## src/rtl/cpu_types_pkg.sv

```systemverilog
`default_nettype none
// ============================================================================
//  Module   : cpu_types_pkg
//  Purpose  : Shared types for the five-stage MIPS core. It holds the word,
//             register-index and ALU-op types and the ID/EX latch record.
//             It also defines the bubble constant and the halt FSM states.
//  Revision : 1.0 - initial release
// ============================================================================
package cpu_types_pkg;

    typedef logic [31:0] word_t;
    typedef logic [4:0]  regbits_t;
    typedef logic [3:0]  aluop_t;

    // Everything the ID/EX register latches, apart from the valid flag.
    typedef struct packed {
        regbits_t rs;
        regbits_t rt;
        regbits_t wsel;
        word_t    rdat1;
        word_t    rdat2;
        word_t    imm;
        word_t    pcp4;
        aluop_t   aluop;
        logic     alusrc;
        logic     RegWr;
        logic     dREN;
        logic     dWEN;
        logic     lui;
        logic     halt;
    } id_ex_t;

    // In a bubble, every side-effecting control bit is 0 and wsel is 0.
    // The data fields are don't-care and are zeroed for determinism.
    localparam id_ex_t ID_EX_BUBBLE = '0;

    typedef enum logic [0:0] {
        RUN    = 1'b0,
        HALTED = 1'b1
    } halt_state_t;

endpackage
`default_nettype wire

```

## src/rtl/load_use_detect.sv

```systemverilog
`default_nettype none
// ============================================================================
//  Module   : load_use_detect
//  Purpose  : Combinational load-use hazard detector. It flags the case where
//             the instruction in EX is a live load and the instruction in ID
//             reads that load's destination register.
//  Ports    : i_ex_valid, i_ex_dren, i_ex_wsel - EX slot state
//             i_id_rs, i_id_rt                 - ID source registers
//             o_luh                            - hazard present
//  Revision : 1.0 - initial release
// ============================================================================
module load_use_detect (
    input  logic       i_ex_valid,
    input  logic       i_ex_dren,
    input  logic [4:0] i_ex_wsel,
    input  logic [4:0] i_id_rs,
    input  logic [4:0] i_id_rt,
    output logic       o_luh
);
    logic w_load_live;
    logic w_src_match;

    // r0 is hard-wired to zero, so a load targeting it never produces data
    // that anyone has to wait for.
    assign w_load_live = i_ex_valid & i_ex_dren & (i_ex_wsel != 5'd0);
    assign w_src_match = (i_ex_wsel == i_id_rs) | (i_ex_wsel == i_id_rt);
    assign o_luh       = w_load_live & w_src_match;

endmodule
`default_nettype wire

```

## src/rtl/id_ex_reg.sv

```systemverilog
`default_nettype none
// ============================================================================
//  Module   : id_ex_reg
//  Purpose  : ID/EX pipeline register with load-use hazard detection.
//             On each edge it either holds (mem_hold), loads a bubble
//             (flush, load-use or halted), or captures the decoded
//             instruction. It also tracks a sticky halt and counts bubbles.
//  Ports    : CLK, nRST          - clock, synchronous active-low reset
//             id_*               - decoded fields from ID
//             wb_*               - write-back port (bypass build only)
//             mem_hold, flush    - MEM stall, taken branch/jump
//             ex_*, ex_valid     - registered EX slot
//             stall_id           - combinational PC / IF-ID freeze
//             halted, bubble_cnt - status
//  Config   : IDEX_WB_BYPASS_EN - when defined, a same-cycle write-back to
//             rs/rt replaces the register-file read data on capture
//  Revision : 1.0 - initial release
// ============================================================================
module id_ex_reg
    import cpu_types_pkg::*;
(
    input  logic        CLK,
    input  logic        nRST,
    input  logic [4:0]  id_rs,
    input  logic [4:0]  id_rt,
    input  logic [4:0]  id_wsel,
    input  logic [31:0] id_rdat1,
    input  logic [31:0] id_rdat2,
    input  logic [31:0] id_imm,
    input  logic [31:0] id_pcp4,
    input  logic [3:0]  id_aluop,
    input  logic        id_alusrc,
    input  logic        id_RegWr,
    input  logic        id_dREN,
    input  logic        id_dWEN,
    input  logic        id_lui,
    input  logic        id_halt,
    input  logic        wb_RegWr,
    input  logic [4:0]  wb_wsel,
    input  logic [31:0] wb_wdat,
    input  logic        mem_hold,
    input  logic        flush,
    output logic [4:0]  ex_rs,
    output logic [4:0]  ex_rt,
    output logic [4:0]  ex_wsel,
    output logic [31:0] ex_rdat1,
    output logic [31:0] ex_rdat2,
    output logic [31:0] ex_imm,
    output logic [31:0] ex_pcp4,
    output logic [3:0]  ex_aluop,
    output logic        ex_alusrc,
    output logic        ex_RegWr,
    output logic        ex_dREN,
    output logic        ex_dWEN,
    output logic        ex_lui,
    output logic        ex_halt,
    output logic        ex_valid,
    output logic        stall_id,
    output logic        halted,
    output logic [15:0] bubble_cnt
);
    localparam logic [15:0] c_CNT_MAX = 16'hFFFF;

    id_ex_t      r_ex;
    logic        r_valid;
    halt_state_t r_state;
    halt_state_t w_state_nxt;
    logic [15:0] r_bubble_cnt;

    id_ex_t      w_id;
    logic [31:0] w_rdat1;
    logic [31:0] w_rdat2;
    logic        w_luh;
    logic        w_halted;
    logic        w_bubble;
    logic        w_capture;

`ifdef IDEX_WB_BYPASS_EN
    // The register file does not forward a write to a same-cycle read,
    // so pick up the write-back value here instead.
    logic w_wb_live;
    assign w_wb_live = wb_RegWr & (wb_wsel != 5'd0);
    assign w_rdat1   = (w_wb_live && (wb_wsel == id_rs)) ? wb_wdat : id_rdat1;
    assign w_rdat2   = (w_wb_live && (wb_wsel == id_rt)) ? wb_wdat : id_rdat2;
`else
    logic w_unused_wb;
    assign w_unused_wb = ^{wb_RegWr, wb_wsel, wb_wdat};
    assign w_rdat1     = id_rdat1;
    assign w_rdat2     = id_rdat2;
`endif

    always_comb begin
        w_id        = ID_EX_BUBBLE;
        w_id.rs     = id_rs;
        w_id.rt     = id_rt;
        w_id.wsel   = id_wsel;
        w_id.rdat1  = w_rdat1;
        w_id.rdat2  = w_rdat2;
        w_id.imm    = id_imm;
        w_id.pcp4   = id_pcp4;
        w_id.aluop  = id_aluop;
        w_id.alusrc = id_alusrc;
        w_id.RegWr  = id_RegWr;
        w_id.dREN   = id_dREN;
        w_id.dWEN   = id_dWEN;
        w_id.lui    = id_lui;
        w_id.halt   = id_halt;
    end

    load_use_detect u_load_use_detect (
        .i_ex_valid (r_valid),
        .i_ex_dren  (r_ex.dREN),
        .i_ex_wsel  (r_ex.wsel),
        .i_id_rs    (id_rs),
        .i_id_rt    (id_rt),
        .o_luh      (w_luh)
    );

    assign w_halted  = (r_state == HALTED);
    assign w_bubble  = ~mem_hold & (flush | w_luh | w_halted);
    assign w_capture = ~mem_hold & ~flush & ~w_luh & ~w_halted;

    // A flush discards the wrong-path instruction in ID, so there is no point
    // stalling it for a load-use hazard that will never execute.
    assign stall_id  = (w_luh & ~flush) | mem_hold;

    // EX slot: with mem_hold set, neither branch fires and contents hold.
    always_ff @(posedge CLK) begin
        if (!nRST) begin
            r_ex    <= ID_EX_BUBBLE;
            r_valid <= 1'b0;
        end else if (w_bubble) begin
            r_ex    <= ID_EX_BUBBLE;
            r_valid <= 1'b0;
        end else if (w_capture) begin
            r_ex    <= w_id;
            r_valid <= 1'b1;
        end
    end

    always_ff @(posedge CLK) begin
        if (!nRST) begin
            r_state <= RUN;
        end else begin
            r_state <= w_state_nxt;
        end
    end

    // The halt instruction itself is captured on the same edge that moves
    // the FSM to HALTED, so it still reaches EX.
    always_comb begin
        w_state_nxt = r_state;
        case (r_state)
            RUN:     if (w_capture && id_halt) w_state_nxt = HALTED;
            HALTED:  w_state_nxt = HALTED;
            default: w_state_nxt = RUN;
        endcase
    end

    always_ff @(posedge CLK) begin
        if (!nRST) begin
            r_bubble_cnt <= 16'd0;
        end else if (w_bubble && (r_bubble_cnt != c_CNT_MAX)) begin
            r_bubble_cnt <= r_bubble_cnt + 16'd1;
        end
    end

    assign ex_rs      = r_ex.rs;
    assign ex_rt      = r_ex.rt;
    assign ex_wsel    = r_ex.wsel;
    assign ex_rdat1   = r_ex.rdat1;
    assign ex_rdat2   = r_ex.rdat2;
    assign ex_imm     = r_ex.imm;
    assign ex_pcp4    = r_ex.pcp4;
    assign ex_aluop   = r_ex.aluop;
    assign ex_alusrc  = r_ex.alusrc;
    assign ex_RegWr   = r_ex.RegWr;
    assign ex_dREN    = r_ex.dREN;
    assign ex_dWEN    = r_ex.dWEN;
    assign ex_lui     = r_ex.lui;
    assign ex_halt    = r_ex.halt;
    assign ex_valid   = r_valid;
    assign halted     = w_halted;
    assign bubble_cnt = r_bubble_cnt;

endmodule
`default_nettype wire
```

## config.mk

```make
export PLATFORM = sky130hd
export DESIGN_NAME = id_ex_reg
export DESIGN_NICKNAME = d
export VERILOG_FILES = /design/src/rtl/cpu_types_pkg.sv /design/src/rtl/load_use_detect.sv /design/src/rtl/id_ex_reg.sv
export SDC_FILE = /design/constraint.sdc
export NUM_CORES = 1
export LEC_CHECK = 0
export ABC_AREA = 1
export ABC_CLOCK_PERIOD_IN_PS = 3500
export CAP_MARGIN = 20
export CORE_AREA = 2 2 141 143
export CTS_BUF_LIST = sky130_fd_sc_hd__clkbuf_16
export CTS_CLUSTER_SIZE = 40
export DETAILED_ROUTE_END_ITERATION = 7
export DIE_AREA = 0 0 143 145
export PLACE_DENSITY = 0.77
export SLEW_MARGIN = 20
export SYNTH_ARGS = -nofsm -noshare
export SYNTH_HDL_FRONTEND = slang
export SYNTH_SLANG_ARGS = --single-unit
```

## constraint.sdc

```tcl
create_clock -name CLK -period 3.5 [get_ports CLK]
set_input_delay 1.05 -clock CLK [delete_from_list [all_inputs] [get_ports CLK]]
set_output_delay 1.05 -clock CLK [all_outputs]
set_load 0.005 [all_outputs]
```

After elaboration in Yosys (flattened, before gate mapping)

Cells that the tools add are included.

Mux-type cells: 2
Bitwise logic cells: 17
Equal/unequal tests: 3
$add $sub $neg: 1
Reductions and logical operators: 4

Operator list:

| kind                                                             | count |
|---|---|
| 16-bit by 1-bit adder with 16-bit output (second input constant) | 1 |
| 16-bit inequality test (second input constant)                   | 1 |
| 5-bit == test                                                    | 2 |
| 1-bit bitwise AND                                                | 8 |
| 1-bit NOT                                                        | 5 |
| 5-bit nonzero test                                               | 1 |
| 1-bit OR                                                         | 4 |
| 1-bit logical AND                                                | 2 |
| 1-bit case mux with 2 select lines                               | 1 |
| 2-bit OR reduction                                               | 1 |
| 1-bit two-way mux                                                | 1 |

Input bits: 195
Register bits after elaboration: 171

Longest topological paths before layout

Depth after elaboration: 9
Gate-level depth with buffers: 14
Gate-level depth less buffers: 13

Cells and area by module

Synthesis repeated with hierarchy kept, for this count alone.

Cells, all modules: 876
Area, all modules: 6517.5 um^2

Modules (own cells, without submodules):

| module          | cells an instance | area an instance (um^2) | times used |
|---|---|---|---|
| id_ex_reg       | 831               | 6314.8                  | 1 |
| load_use_detect | 45                | 202.7                   | 1 |

Worst setup path before layout

OpenSTA, ideal clock, no wires.

Kind: in2out
Start point: input port mem_hold
End point: output port stall_id
Stages: 4
Path slack: 553 ps
Arrival time: 1897 ps
Path through: inv_2 -> buf_1 -> clkbuf_1 -> o21ai_0

Word-level cells in the longest chain between the ends: 1

RTL lines:

| element            | RTL line         | source |
|---|---|---|
| start: declaration | id_ex_reg.sv:41  | `input logic mem_hold,` |
| 1-bit OR           | id_ex_reg.sv:125 | `assign stall_id = (w_luh & ~flush) \| mem_hold;` |
| end: declaration   | id_ex_reg.sv:58  | `output logic stall_id,` |

No other way between the ends.

Worst setup path in the final report

Start point: input port id_rs[4]
End point: output port stall_id

Word-level cells in the longest chain between the ends: 5

RTL lines:

| element            | RTL line              | source |
|---|---|---|
| start: declaration | id_ex_reg.sv:24       | `input logic [4:0] id_rs,` |
| 5-bit == test      | load_use_detect.sv:26 | `assign w_src_match = (i_ex_wsel == i_id_rs) \| (i_ex_wsel == i_id_rt);` |
| 1-bit OR           | load_use_detect.sv:26 |  |
| 1-bit bitwise AND  | load_use_detect.sv:27 | `assign o_luh = w_load_live & w_src_match;` |
| 1-bit bitwise AND  | id_ex_reg.sv:125      |  |
| 1-bit OR           | id_ex_reg.sv:125      |  |

No other way between the ends.

==> results by group <==
Outcome
  – Status: complete, no violations

Synthesis
  – Post-synth EDFFs: 0
  – Sequential-to-total area share from yosys stat: 0.466
  – Post-synthesis mux area share: 0
  – Syn Std Cell Area: between 0.007 and 0.008 mm²
  – Most frequent cells after synthesis: 344 x nor2_1, 171 x dfxtp_1, 147 x nor3_2
  – Mapped Cells: 889
  – Synth Register Bits: ~170
  – Syn Nets: 1085
  – Netlist cell types: 25
  – Most frequent cell after synthesis: nor2_1
  – Most used flip-flop cell after synthesis: dfxtp_1
  – Post-synth ARST share: 0
  – Top cells by area, synth: dfxtp_1 47%, nor3_2 20%, nor2_1 18%, nand2_1 3.5%, buf_6 2.6%
  – Synth Area in Compound Gates: 0.00459
  – Largest area contributor in the netlist: dfxtp_1
  – Top cell type's share of synthesized area: 0.466
  – Adder-Cell Fraction of Synth Area: 0.00170
  – Synth Warn #: 0
  – Simple-Gate Fraction of Synth Area: 0.451
  – Post-Syn Area per Cell: between 8 and 9 µm²
  – Main combinational cell family by area after synthesis: simple AND/OR/NAND/NOR gates
  – XOR/XNOR share of the synthesized area: 0.00357

Floorplanning
  – Effective utilization at floorplan: 0.383
  – Die width: approximately 140 µm
  – I/O pins: between 300 and 400
  – Core area: between 0.015 and 0.02 mm²
  – Row count: approximately 50
  – Die Y-Extent: between 100 and 150 µm
  – Die ar.: just over 0.02 mm²

Global route
  – Grt ovf: 0
  – Initial antenna violation count: 0
  – Number of global-route vias before repair: approximately 6.6k
  – Pin count of the biggest net entering global routing: ~180
  – Global-route wire length before repair: 33600 µm
  – Total Routing Usage GR: 0.201

Finish
  – Final Non-Filler Cells: ~1.5k
  – Area delta synth->final: 55.7%
  – Layout cells sized above 1: 0.174
  – Filler Cells Inserted: roughly 1.7k
  – Reg area: approximately 0.0034 mm²
  – Area occupied by multi-input gates: 0.00340 mm²
  – Post-layout nets: around 1.4k
  – Antenna Cells: 0

Timing
  – Finish-stage setup viols: 0
  – Fin crit period: around 3300 ps
  – F_max: about 300 MHz
  – Max-slew headroom: 0.437
  – Max Slew Vio Count: 0
  – Clk_skew: 9.66 ps
  – Final period util: 0.956
  – Measured slew at the worst slew-check pin: around 840 ps
  – RSZ-0062 raised after global routing: no
  – Final hold vios: 0

Setup path
  – Data required, critical path: around 2500 ps
  – Crit end category: output pin
  – Critical path start-end classification: input port to output pin
  – Critical path fanouts, max: 3
  – R2R cell count: 14
  – Critical path launch point type: input port
  – Data arrival, critical path: between 2000 and 2500 ps

Clock network
  – CTS Sinks: about 170
  – Clock slew at reported path FFs: roughly 70 ps
  – CTS Root Buffer Type: clkbuf_16
  – CTS tree: yes
  – Worst-Skew Late Latency: 430 ps
  – Htree depth: 4
  – CTS buffer count: 17
  – Clock Tree Buf Depth: 2

Placement
  – RePlAce Congestion: ~0.85
  – PortBufs: 328
  – Dpl cells: between 1k and 1.5k
  – Post-DP HPWL: 14900 µm

Routing
  – TritonRoute pass-1 iters: 4
  – Total wire length: around 21000 µm
  – Initial DRC Count: ~280
  – WL met2: 10300 µm
  – Max Used Layer: met4
  – Final ANT Viol Nets: 0
  – Met3 WL: approximately 1500 µm
  – Vias: around 7k
  – Via density: 4.62
  – Drc violations: 0
  – Routed wire per std cell: approximately 14 µm
  – M1 WL: between 9000 and 10000 µm

Hold path
  – HP Class: register to register
  – Hold Crit Depth: 2

Flow run
  – Max-Cap Viols: 0

Power and ir drop
  – Worst IR Drop VDD: 312 µV
  – Tot Pwr: slightly below 5 mW
  – Pwr dens: about 430 mW/mm²
  – Leak Pwr: between 4 and 5 nW
## layer usage
layer | global-route usage | vias up
met5 | 0 | -
met4 | 0.0708 | 0
met3 | 0.0545 | 35
met2 | 0.339 | 213
met1 | 0.245 | 3151
li1 | - | 3443
## layout make-up
type / instances / area share
clock inverters: 15 / 0.0119
multi-input cells: 620 / 0.297
flip-flops and latches: 171 / 0.299
repair buffers: 350 / 0.312
well taps: 265 / 0.0290
clock buffers: 17 / 0.0372
inverters: 43 / 0.0143
## flip-flops by register name (all words and copies together) (netlist names), 4 cells and up
name / flops
bubble_cnt: 16
ex_wsel: 5
ex_aluop: 4
ex_rt: 5
ex_rdat2: 32
ex_imm: 32
ex_pcp4: 32
ex_rs: 5
ex_rdat1: 32
## metrics by stage
step	worst slack [ps]	util	instance area [µm²]	TNS (ps)	hold slack, ps
after floorplan	553	-	7350	0	456
after global placement	-284	0.567	10900	-284	451
after detailed placement	-306	0.567	10900	-306	457
after CTS	3.66	0.597	11500	0	466
after global routing	13.4	0.596	11500	0	492
final	154	0.596	11500	0	463
## power by group
| group | internal [mW] | switching [mW] | leakage (nW) |
|---|---|---|---|
| clock | 0.994 | 0.844 | 0.275 |
| sequential | 2.08 | 0.0730 | 1.41 |
| combinational | 0.522 | 0.384 | 3.06 |
## final timing paths
kind	endpoint	start	slack, ps
min	ex_halt	ex_halt	460
max	stall_id	id_rs[4]	150
min reg2reg	ex_halt	ex_halt	460
max reg2reg	ex_imm[14]	ex_wsel[1]	1460
## what timing repair did
item / in CTS / in global routing
setup buffers: 0 / 0
gates resized for setup: 4 / 2
hold buffers: 0 / 0
pin swaps: 0 / 2
setup endpoints to repair: 1 / 1
## worst max-delay path, stage by stage
cell and delay (ps):
clkdlybuf4s50_1 510, inv_1 50, nand2_1 50, nand2_1 50, nor2_1 110, nand3_1 90
nand2_2 100, nand2_4 50, o21ai_1 100, buf_2 130
## layout by cell type (no fill, tap or decap), drive strengths merged
cell type	instances
nor2	344
clkdlybuf4s50	327
dfxtp	171
nor3	156
nand2	71
inv	50
nand3	23
buf	23
clkbuf	17
nand4	13
clkinv	5
a21oi	3
xnor2	2
nand3b	2
clkinvlp	2
o21ai	1
o22ai	1
nor4	1
o31ai	1
xor2	1
ha	1
bufinv	1
## cell families after synthesis
kind of cell               count (synthesis)
DFF                                      171
xor gates and xnor gates                   3
buffers and inverters                     98
and+or+nand+nor                          610
adders and majority gates                  1
AOI/OAI and AO/OA                          6
No activity file was read; power rests on OpenSTA's default activity.
